### src/rtl/ifetch_queue_pkg.sv
// Shared types for the instruction-fetch front end: bus structs, queue entry,
// fetch FSM states and the PC-advance helper.
package ifetch_queue_pkg;

  localparam int IFQ_DEPTH_DEFAULT = 4;

  typedef logic [63:0] u64;
  typedef logic [31:0] u32;

  typedef struct packed {
    logic valid;
    u64   addr;
  } ibus_req_t;

  typedef struct packed {
    logic data_ok;
    u32   data;
  } ibus_resp_t;

  typedef struct packed {
    u64 pc;
    u32 instr;
  } fetch_entry_t;

  typedef enum logic [1:0] {
    IDLE,
    WAIT,
    DROP
  } fetch_state_t;

  // Sequential PC advance; wraps modulo 2^64, no alignment check.
  function automatic u64 next_pc(input u64 pc, input int step);
    return pc + 64'(step);
  endfunction

endpackage

### src/rtl/ifq_fifo.sv
// DEPTH-entry synchronous FIFO of fetch entries. Flush beats push and pop;
// the head entry is presented combinationally from the read pointer.
module ifq_fifo
  import ifetch_queue_pkg::*;
#(
  parameter int DEPTH = IFQ_DEPTH_DEFAULT
) (
  input  logic                   clk,
  input  logic                   reset,
  input  logic                   flush,
  input  logic                   push,
  input  fetch_entry_t           push_data,
  input  logic                   pop,
  output fetch_entry_t           head,
  output logic                   head_valid,
  output logic [$clog2(DEPTH):0] count
);

  localparam int PTR_W = $clog2(DEPTH);
  localparam int CNT_W = PTR_W + 1;
  localparam logic [CNT_W-1:0] FULL = CNT_W'(DEPTH);

  fetch_entry_t     mem [DEPTH];
  logic [PTR_W-1:0] wr_ptr;
  logic [PTR_W-1:0] rd_ptr;
  logic [CNT_W-1:0] cnt;
  logic             do_push;
  logic             do_pop;

  assign do_push = push && !flush;
  assign do_pop  = pop && !flush && (cnt != '0);

  // NOTE: state registers use non-blocking assignments so every flop samples
  // pre-edge values, regardless of the order the blocks are evaluated in.
  always_ff @(posedge clk) begin
    if (reset || flush) begin
      wr_ptr <= '0;
      rd_ptr <= '0;
      cnt    <= '0;
    end else begin
      if (do_push) wr_ptr <= wr_ptr + 1'b1;
      if (do_pop)  rd_ptr <= rd_ptr + 1'b1;
      unique case ({do_push, do_pop})
        2'b10:   cnt <= cnt + 1'b1;
        2'b01:   cnt <= cnt - 1'b1;
        default: cnt <= cnt;
      endcase
    end
  end

  always_ff @(posedge clk) begin
    if (!reset) begin
      assert (!(do_push && !do_pop && cnt == FULL));
    end
  end

  // NOTE: the storage array has no reset; an entry is only ever read after it
  // was written, and leaving it unreset lets it map onto plain RAM/flops.
  always_ff @(posedge clk) begin
    if (do_push) mem[wr_ptr] <= push_data;
  end

  assign head       = mem[rd_ptr];
  assign head_valid = (cnt != '0);
  assign count      = cnt;

endmodule

### src/rtl/ifetch_queue.sv
// Instruction-fetch front end: single-outstanding request FSM on the
// instruction bus feeding a DEPTH-entry queue toward decode, with redirects.
module ifetch_queue
  import ifetch_queue_pkg::*;
#(
  parameter int          DEPTH    = IFQ_DEPTH_DEFAULT,
  parameter logic [63:0] RESET_PC = 64'h8000_0000,
  parameter int          PC_STEP  = 4
) (
  input  logic                   clk,
  input  logic                   reset,
  output ibus_req_t              ireq,
  input  ibus_resp_t             iresp,
  input  logic                   redirect_valid,
  input  logic [63:0]            redirect_pc,
  output logic                   out_valid,
  output logic [63:0]            out_pc,
  output logic [31:0]            out_instr,
  input  logic                   out_ready,
  output logic [$clog2(DEPTH):0] count
);

  localparam int CNT_W = $clog2(DEPTH) + 1;

  fetch_state_t     state, state_next;
  logic [63:0]      fetch_pc, fetch_pc_next;
  logic [63:0]      req_addr, req_addr_next;
  logic             req_valid, req_valid_next;
  logic             push;
  fetch_entry_t     push_data;
  fetch_entry_t     head;
  logic [CNT_W-1:0] fifo_count;

  always_ff @(posedge clk) begin
    if (reset) begin
      state     <= IDLE;
      fetch_pc  <= RESET_PC;
      req_addr  <= RESET_PC;
      req_valid <= 1'b0;
    end else begin
      state     <= state_next;
      fetch_pc  <= fetch_pc_next;
      req_addr  <= req_addr_next;
      req_valid <= req_valid_next;
    end
  end

  // NOTE: every signal assigned here gets a default first, so no path through
  // the case can leave one unassigned and infer a latch.
  always_comb begin
    state_next     = state;
    fetch_pc_next  = fetch_pc;
    req_addr_next  = req_addr;
    req_valid_next = req_valid;
    push           = 1'b0;

    unique case (state)
      IDLE: begin
        // Occupancy is taken as-is; a pop this cycle is not credited.
        if (!redirect_valid && fifo_count < CNT_W'(DEPTH)) begin
          req_addr_next  = fetch_pc;
          req_valid_next = 1'b1;
          state_next     = WAIT;
        end
      end
      WAIT: begin
        if (iresp.data_ok) begin
          req_valid_next = 1'b0;
          state_next     = IDLE;
          if (!redirect_valid) begin
            push          = 1'b1;
            fetch_pc_next = next_pc(req_addr, PC_STEP);
          end
        end else if (redirect_valid) begin
          state_next = DROP;
        end
      end
      DROP: begin
        if (iresp.data_ok) begin
          req_valid_next = 1'b0;
          state_next     = IDLE;
        end
      end
      default: state_next = IDLE;
    endcase

    // A redirect always wins for the next fetch address.
    if (redirect_valid) fetch_pc_next = redirect_pc;
  end

  assign push_data = '{pc: req_addr, instr: iresp.data};
  assign ireq      = '{valid: req_valid, addr: req_addr};

  ifq_fifo #(
    .DEPTH (DEPTH)
  ) u_fifo (
    .clk        (clk),
    .reset      (reset),
    .flush      (redirect_valid),
    .push       (push),
    .push_data  (push_data),
    .pop        (out_valid && out_ready),
    .head       (head),
    .head_valid (out_valid),
    .count      (fifo_count)
  );

  assign out_pc    = head.pc;
  assign out_instr = head.instr;
  assign count     = fifo_count;

endmodule

### config.mk
export PLATFORM = sky130hd
export DESIGN_NAME = ifetch_queue
export DESIGN_NICKNAME = d
export VERILOG_FILES = /design/src/rtl/ifetch_queue_pkg.sv /design/src/rtl/ifq_fifo.sv /design/src/rtl/ifetch_queue.sv
export SDC_FILE = /design/constraint.sdc
export NUM_CORES = 1
export LEC_CHECK = 0
export ABC_AREA = 1
export CORE_ASPECT_RATIO = 2
export CORE_UTILIZATION = 28
export CTS_CLUSTER_DIAMETER = 30
export DETAILED_ROUTE_END_ITERATION = 8
export DONT_BUFFER_PORTS = 1
export PLACE_DENSITY_LB_ADDON = 0.05
export SKIP_CTS_REPAIR_TIMING = 1
export SLEW_MARGIN = 20
export SYNTH_ARGS = -nofsm -noshare
export SYNTH_HDL_FRONTEND = slang
export SYNTH_SLANG_ARGS = --single-unit
export TNS_END_PERCENT = 1
### constraint.sdc
create_clock -name clk -period 20.1 [get_ports clk]
set_input_delay 6.03 -clock clk [delete_from_list [all_inputs] [get_ports clk]]
set_output_delay 6.03 -clock clk [all_outputs]
set_load 0.05 [all_outputs]
==> impl_metrics.ini, run 1 <==
[run_status]
status = completed

[place]
globalplace.congestion = 0.8529
port_buffers = 0
place_hpwl_mm = 49.02

[global_route]
grt_pass1_wl_mm = 109.7
overflow = 0
grt_antenna_before_repair = 4
grtUsageTotal = 0.1969
grt_pass1_vias = 15740
grt_max_degree = 116

[sta]
setup_viol = 0
setup_tns_ns = 0
relSlewSlack = 0.2290
rsz0062_at_grt = no
hold_viol = 0
hold_slack_ns = 0.4548
period_needed_ns = 9.737
fin_skew_ns = 0.02444
drv_slew = 0
period_share = 0.4844
fmax_mhz = 102.7
tightest_slew_ns = 1.174

[die]
core_area_mm2 = 0.07586
die_w_um = 197.8
rows = 143
fp.dieH_um = 393.6
dieArea_mm2 = 0.07784
start_util = 0.2830
ios = 266

[drt]
vias = 15650
top_layer_used = met5
drt-initial-drc-count = 815
wl_met2_mm = 38.40
wl_per_cell_um = 24.00
ant_nets = 0
drt_first_pass_iters = 4
viasPerCell = 4.902
totalWireLength_mm = 76.64
wl_met1_mm = 29.33
dr_wl_met3_mm = 5.483
drc = 0

[cells_and_area]
final_nets = 2206
multi_input_area_mm2 = 0.006379
area.growth.synth_to_final_pct = 21.46
drive_gt1_frac = 0.1315
n_fill_cell = 7728
seqCellArea_mm2 = 0.01434

[logic_synthesis]
yosysWarnings = 0
seq_area_frac_synth = 0.6678
synth_edf_count = 384
async_flop_share = 0
syn_area_per_cell_um2 = 10.48
syn_inst = 2048
synth_top_area_cell = edfxtp_1
synth_area_leaders = edfxtp_1, dfxtp_1, o21ai_0, nor2_1, nand2_1
synthesis.area_mm2 = 0.02147
ys_seq_elements = 524
syn_nets = 2159
synthFlopType = edfxtp_1
yosys.area.top_type_share = 0.5372
synthDistinctLibCells = 37

[clock_network]
insertion_delay_ns = 0.66
clock_sinks = 524
cts-buffers-inserted = 93
htreeDepth = 3
cts-root-buf = clkbuf_16
clk_pin_slew_worst_paths_ns = 0.05
cts_tree = done
cts.path.max_buffers = 3

[critical_path]
start_kind = register
max_stage_delay_ns = 0.90
worstSetupPathType = reg2out
critPathBufInv = 2
worstPathRequired_ns = 14.07
arrival_ns = 3.71
critPathCaptureType = output pin
critPathSlowestCell = o22ai_1
critical_path.max_fanout = 115
critPathTopFamily = buffers and inverters
path_cells = inv_6 -> buf_4 -> o21ai_0 -> o22ai_1

[run]
maxCapViolCount = 0

[power_and_ir_drop]
p_per_area_mw_per_mm2 = 126.5
vdd_ir_drop_max_mv = 0.07019
leakagePower_nw = 8.867

[worst_hold_path]
hp-class = reg2reg
-- sequential cells by signal (all words and copies together) (netlist names), named ones only --
register	cells
u_fifo.mem	384
fetch_pc	64
u_fifo.wr_ptr	2
req_addr	64
req_valid	1
u_fifo.count	3
u_fifo.rd_ptr	2
state	2
-- worst min-delay path: stages, from the launching register on --
cell	delay (ns)
dfxtp_1	0.30
nand2_1	0.06
a21oi_1	0.06
-- metrics by stage --
step           power (mW)  setup slack, ns  area (um2)  std cells    util
2_1_floorplan       1.620            8.840       21470       2048       -
3_3_place_gp        1.757            10.98       22820       3014  0.3008
3_5_place_dp        1.763            10.90       22890       3015  0.3018
4_1_cts             3.350            10.16       26040       3190  0.3432
5_1_grt             3.422            10.08       26070       3192  0.3436
6_report            3.298            10.36       26070       3193  0.3437
-- per-layer routing --
| metal | GRT usage | vias up |
|---|---|---|
| li1 | - | 7332 |
| met1 | 0.2175 | 7701 |
| met2 | 0.3391 | 474 |
| met3 | 0.06049 | 141 |
| met4 | 0.09565 | 4 |
| met5 | 0 | - |
-- synthesized netlist by cell type, types with 2 or more instances --
master	instances
xor2_1	16
nand4_1	14
buf_1	2
inv_2	7
nand2_2	7
o22ai_1	96
a31oi_1	32
nand2_1	271
nor2_4	8
buf_2	15
o211ai_1	2
nand3b_1	3
nand2_4	2
edfxtp_1	384
a22o_1	24
ha_1	9
a21oi_1	82
o21ai_1	2
clkbuf_1	93
or2_2	4
nand3_1	64
o21ai_0	281
o21bai_1	7
inv_1	106
nor2_2	4
nor3_1	5
nor2_1	359
dfxtp_1	140
-- worst paths after layout --
| check | from | endpoint | slack [ns] | cells past startpoint |
|---|---|---|---|---|
| hold reg to reg | fetch_pc[45] | fetch_pc[45] | 0.45 | 2 |
| setup reg to reg | state[1] | u_fifo.mem[0][8] | 16.71 | 8 |
| setup / recovery | register | out_instr[28] | 10.36 | 4 |
| hold / removal | fetch_pc[45] | fetch_pc[45] | 0.45 | 2 |
-- cell type report --
type                    count  share of cell area
diodes                      3           0.0002879
clock buffers             102             0.09257
clock inverters            73             0.02812
inverters                 114             0.01665
multi-input cells        1298              0.2446
flip-flops and latches    524              0.5501
well taps                1015             0.04871
repair buffers             64             0.01891
-- cells in the final DEF (no fill, tap or decap), types with 63 or more instances in the layout --
cell / netlist / routed
nand3_1: 64 / 63
edfxtp_1: 384 / 384
clkbuf_16: 0 / 95
o21ai_0: 281 / 281
a21oi_1: 82 / 82
nor2_1: 359 / 354
dfxtp_1: 140 / 137
o22ai_1: 96 / 84
nand2_1: 271 / 271
inv_1: 106 / 104
buf_4: 1 / 63
-- power breakdown --
group          leakage, nW  internal (mW)  total [mW]  switching (mW)
Sequential            4.66           1.25        1.42           0.173
Combinational         2.70         0.0735       0.311           0.237
Clock                 1.51          0.966        1.56           0.598
-- cell families (layout without fill, tap and decap cells) --
| logic type | Yosys count | in the layout | share of synthesized area |
|---|---|---|---|
| other | 0 | 3 | 0 |
| flip-flops | 524 | 524 | 0.6678 |
| XOR/XNOR | 16 | 16 | 0.006528 |
| AND/OR/NAND/NOR | 745 | 745 | 0.1429 |
| buffers and inverters | 226 | 353 | 0.04092 |
| AO/OA/AOI/OAI | 527 | 527 | 0.1357 |
| adder cells (fa/ha/maj) | 10 | 10 | 0.006179 |
Note: power is estimated with default switching activity, not from simulation.
==> run 2: changes to the inputs <==
clock period = 9.7 ns   (was 20.1 ns; I/O delays follow)
==> impl_metrics.ini, run 2 (synthesis results as in run 1) <==
[run_status]
status = completed

[drt]
drt_first_pass_iters = 5
wl_met1_mm = 29.54
totalWireLength_mm = 75.09
dr_wl_met3_mm = 4.849
drt-initial-drc-count = 661
top_layer_used = met4
ant_nets = 0
viasPerCell = 4.856
vias = 15540
wl_met2_mm = 37.72
drc = 0
wl_per_cell_um = 23.47

[sta]
drv_slew = 0
setup_tns_ns = 0
fmax_mhz = 148.2
tightest_slew_ns = 1.200
hold_viol = 0
period_share = 0.6955
worst_slack_ns = 2.954
rsz0062_at_grt = no
relSlewSlack = 0.1992
setup_viol = 0
period_needed_ns = 6.746
fin_skew_ns = 0.03403

[critical_path]
worstPathRequired_ns = 6.79
arrival_ns = 3.84
r2r_end = u_fifo.mem[2][11]
reg2reg_setup_slack_ns = 6.38
critPathBufInv = 2
crit_cells = 4
crit_end = out_instr[14]
critical_path.max_fanout = 76
max_stage_delay_ns = 0.91
reg2reg_depth = 7
critPathTopFamily = buffers and inverters
path_cells = inv_6 -> buf_4 -> o21ai_0 -> o22ai_1
worstSetupPathType = reg2out
rr_startpoint = state[1]
start_kind = register
critPathSlowestCell = o22ai_1
critPathCaptureType = output pin

[cells_and_area]
final_cell_mix = edfxtp_1, nor2_1, o21ai_0
layoutNonFillerInstCount = 3199
top_regs = u_fifo.mem: 384 flops, fetch_pc: 64 flops, req_addr: 64 flops
n_fill_cell = 7738
finalInstanceArea_mm2 = 0.02634
multi_input_area_mm2 = 0.006347
largest_reg_flops = 384
area.growth.synth_to_final_pct = 22.71
drive_gt1_frac = 0.1269
regMostFlops = u_fifo.mem
final_common_cell = edfxtp_1
final_nets = 2209
seqCellArea_mm2 = 0.01434

[global_route]
overflow = 0
grt_antenna_before_repair = 1
grt_pass1_vias = 15730
grtUsageTotal = 0.1929
grt_pass1_wl_mm = 108.1
grt_max_degree = 97

[power_and_ir_drop]
leakagePower_nw = 9.010
pwr-share-seq = 0.415
p_switching_mw = 2.060
combPwrFrac = 0.088
p_per_area_mw_per_mm2 = 270.5
p_int_mw = 5.064
vdd_ir_drop_max_mv = 0.1377
clockPowerShare = 0.497
swShare = 0.2891

[die]
rows = 143
fp.dieH_um = 393.6
core_area_mm2 = 0.07586
die_w_um = 197.8
dieArea_mm2 = 0.07784
ios = 266
start_util = 0.2830

[clock_network]
htreeDepth = 3
cts.path.max_buffers = 3
clock_sinks = 524
clk_pin_slew_worst_paths_ns = 0.05
cts_tree = done
cts-root-buf = clkbuf_16
cts-buffers-inserted = 98
insertion_delay_ns = 0.68

[place]
placed_area_mm2 = 0.02285
place_hpwl_mm = 47.35
port_buffers = 0
place_ws_ns = 3.581
globalplace.congestion = 0.8517
placed_cells = 3013

[run]
maxCapViolCount = 0

[worst_hold_path]
hp-class = reg2reg
-- run 2: final cells by class --
type / instances / share of cell area
clock inverters: 70 / 0.03183
flip-flops and latches: 524 / 0.5445
multi-input cells: 1298 / 0.2410
repair buffers: 62 / 0.01815
clock buffers: 114 / 0.09971
inverters: 114 / 0.01648
well taps: 1015 / 0.04821
diodes: 2 / 0.0001900
-- run 2: worst register-to-register path, stage by stage (launching register included) --
cell	delay, ns
dfxtp_1	0.31
inv_1	0.09
ha_1	0.17
nand2_1	0.20
nor2_4	0.14
inv_1	0.33
nor2_4	0.91
buf_4	0.74
-- run 2: layer usage --
| metal | track usage | vias up |
|---|---|---|
| met1 | 0.2139 | 7602 |
| li1 | - | 7352 |
| met3 | 0.05339 | 142 |
| met5 | 0 | - |
| met4 | 0.08970 | 0 |
| met2 | 0.3372 | 439 |
-- run 2: power by group through the flow --
stage | combinational (mW) | clock (mW) | sequential, mW
finish | 0.629 | 3.54 | 2.96
global route | 0.691 | 3.72 | 2.98
CTS | 0.643 | 3.63 | 2.96
detailed placement | 0.642 | 0 | 3.01
global placement | 0.636 | 0 | 3.00
floorplan | 0.400 | 0 | 2.96
-- run 2: through the flow --
| stage | power, mW | util | hold slack (ns) |
|---|---|---|---|
| 2_1_floorplan | 3.358 | - | 0.4292 |
| 3_3_place_gp | 3.640 | 0.3009 | 0.4388 |
| 3_5_place_dp | 3.649 | 0.3012 | 0.4462 |
| 4_1_cts | 7.239 | 0.3469 | 0.4543 |
| 5_1_grt | 7.390 | 0.3471 | 0.4768 |
| 6_report | 7.124 | 0.3472 | 0.4530 |
-- run 2: worst min path at each step --
| stage | depth (start not counted) | to | slack [ns] | startpoint |
|---|---|---|---|---|
| 2_1_floorplan | 2 | req_addr[31] | 0.43 | fetch_pc[31] |
| 3_3_place_gp | 2 | req_addr[31] | 0.44 | fetch_pc[31] |
| 3_5_place_dp | 2 | fetch_pc[6] | 0.45 | fetch_pc[6] |
| 4_1_cts | 2 | fetch_pc[6] | 0.45 | fetch_pc[6] |
| 5_1_grt | 2 | fetch_pc[39] | 0.48 | fetch_pc[39] |
| 6_report | 2 | fetch_pc[24] | 0.45 | fetch_pc[24] |
==> run 3: changes to the inputs <==
clock period = 6.4 ns   (was 9.7 ns; I/O delays follow)
==> impl_metrics.ini, run 3 (synthesis results as in run 1) <==
[run_status]
status = completed

[critical_path]
reg2reg_setup_slack_ns = 3.32
worstPathRequired_ns = 4.48
start_kind = register
rr_startpoint = req_addr[3]
arrival_ns = 2.99
critPathCaptureType = output pin
critical_path.max_fanout = 76
r2r_end = fetch_pc[52]
reg2reg_depth = 9
worstSetupPathType = reg2out

[cells_and_area]
largest_reg_flops = 384
top_regs = u_fifo.mem: 384 flops, fetch_pc: 64 flops, req_addr: 64 flops
final_nets = 2204
layoutNonFillerInstCount = 3188
final_core_util = 0.3451
drive_gt1_frac = 0.1257
seqCellArea_mm2 = 0.01434
finalInstanceArea_mm2 = 0.02618
final_cell_mix = edfxtp_1, nor2_1, o21ai_0
area.growth.synth_to_final_pct = 21.95
final_common_cell = edfxtp_1
n_fill_cell = 7710
multi_input_area_mm2 = 0.006354
regMostFlops = u_fifo.mem

[sta]
hold_viol = 0
setup_viol = 0
drv_slew = 0
rsz0062_at_grt = no
period_needed_ns = 4.907
tightest_slew_ns = 1.191
period_share = 0.7668
fin_skew_ns = 0.02316
relSlewSlack = 0.2179
setup_tns_ns = 0
fmax_mhz = 203.8

[clock_network]
cts-buffers-inserted = 93
insertion_delay_ns = 0.67
clk_pin_slew_worst_paths_ns = 0.05
cts_tree = done
htreeDepth = 3
cts-root-buf = clkbuf_16
cts.path.max_buffers = 3
clock_sinks = 524

[drt]
drc = 0
totalWireLength_mm = 75.52
wl_per_cell_um = 23.69
drt-initial-drc-count = 820
drt_first_pass_iters = 5
viasPerCell = 4.851
ant_nets = 0
vias = 15460

[place]
place_hpwl_mm = 47.52
placed_cells = 3013
port_buffers = 0
globalplace.congestion = 0.8781
placed_area_mm2 = 0.02291

[global_route]
grtUsageTotal = 0.1944
grt_pass1_vias = 15390
grt_max_degree = 154
grt_antenna_before_repair = 4
overflow = 0
grt_pass1_wl_mm = 108.3

[die]
dieArea_mm2 = 0.07784
core_area_mm2 = 0.07586
fp.dieH_um = 393.6
rows = 143
start_util = 0.2830
ios = 266
die_w_um = 197.8

[power_and_ir_drop]
leakagePower_nw = 8.916
vdd_ir_drop_max_mv = 0.2573
p_per_area_mw_per_mm2 = 400.8

[run]
maxCapViolCount = 0

[worst_hold_path]
min_from = fetch_pc[31]
whs_endpoint = req_addr[31]
whs_path_depth = 2
hp-class = reg2reg
run 3: metal layers:
| metal | track usage | wire length [um] | part of all wire | vias to the layer above |
|---|---|---|---|---|
| met5 | 0 | 36 | 0.00048 | - |
| met4 | 0.09427 | 3165 | 0.042 | 6 |
| met3 | 0.06280 | 5660 | 0.075 | 134 |
| met2 | 0.3354 | 37830 | 0.50 | 496 |
| met1 | 0.2122 | 28820 | 0.38 | 7505 |
| li1 | - | - | - | 7323 |
run 3: stage by stage:
step,power (mW),hold slack [ns],worst slack [ns]
after global placement,5.498,0.4381,2.122
after CTS,10.65,0.4508,1.348
after floorplan,5.089,0.4292,-0.7504
after detailed placement,5.513,0.4454,2.070
after global routing,10.87,0.4660,1.305
final,10.49,0.4498,1.493
run 3: worst max path at each step:
stage	startpoint	end	slack, ns	depth (start not counted)
final	register	out_instr[3]	1.49	4
after global placement	register	out_instr[3]	2.12	4
after floorplan	redirect_valid	u_fifo.mem[0][0]	-0.75	5
after detailed placement	register	out_instr[9]	2.07	4
after CTS	register	out_instr[9]	1.35	4
after global routing	register	out_instr[3]	1.31	4
run 3: layout make-up:
class	count	share of cell area
Sequential cell	524	0.5479
Multi-Input combinational cell	1298	0.2427
Clock buffer	110	0.09688
Tap cell	1015	0.04851
Clock inverter	64	0.02667
Timing Repair Buffer	62	0.02065
Inverter	114	0.01659
Antenna cell	1	0.00009559
run 3: power breakdown:
part	leakage (nW)	switching (mW)	total (mW)	internal [mW]
Sequential	4.66	0.586	4.52	3.93
Combinational	2.70	0.688	0.910	0.223
Clock	1.56	1.83	5.07	3.23
Total	8.92	3.11	10.5	7.38
run 3: worst max-delay path, cell delays in order, from the launching register on:
cell	delay, ns
dfxtp_4	0.37
inv_6	0.38
buf_4	0.42
o21ai_0	0.14
o22ai_1	0.86
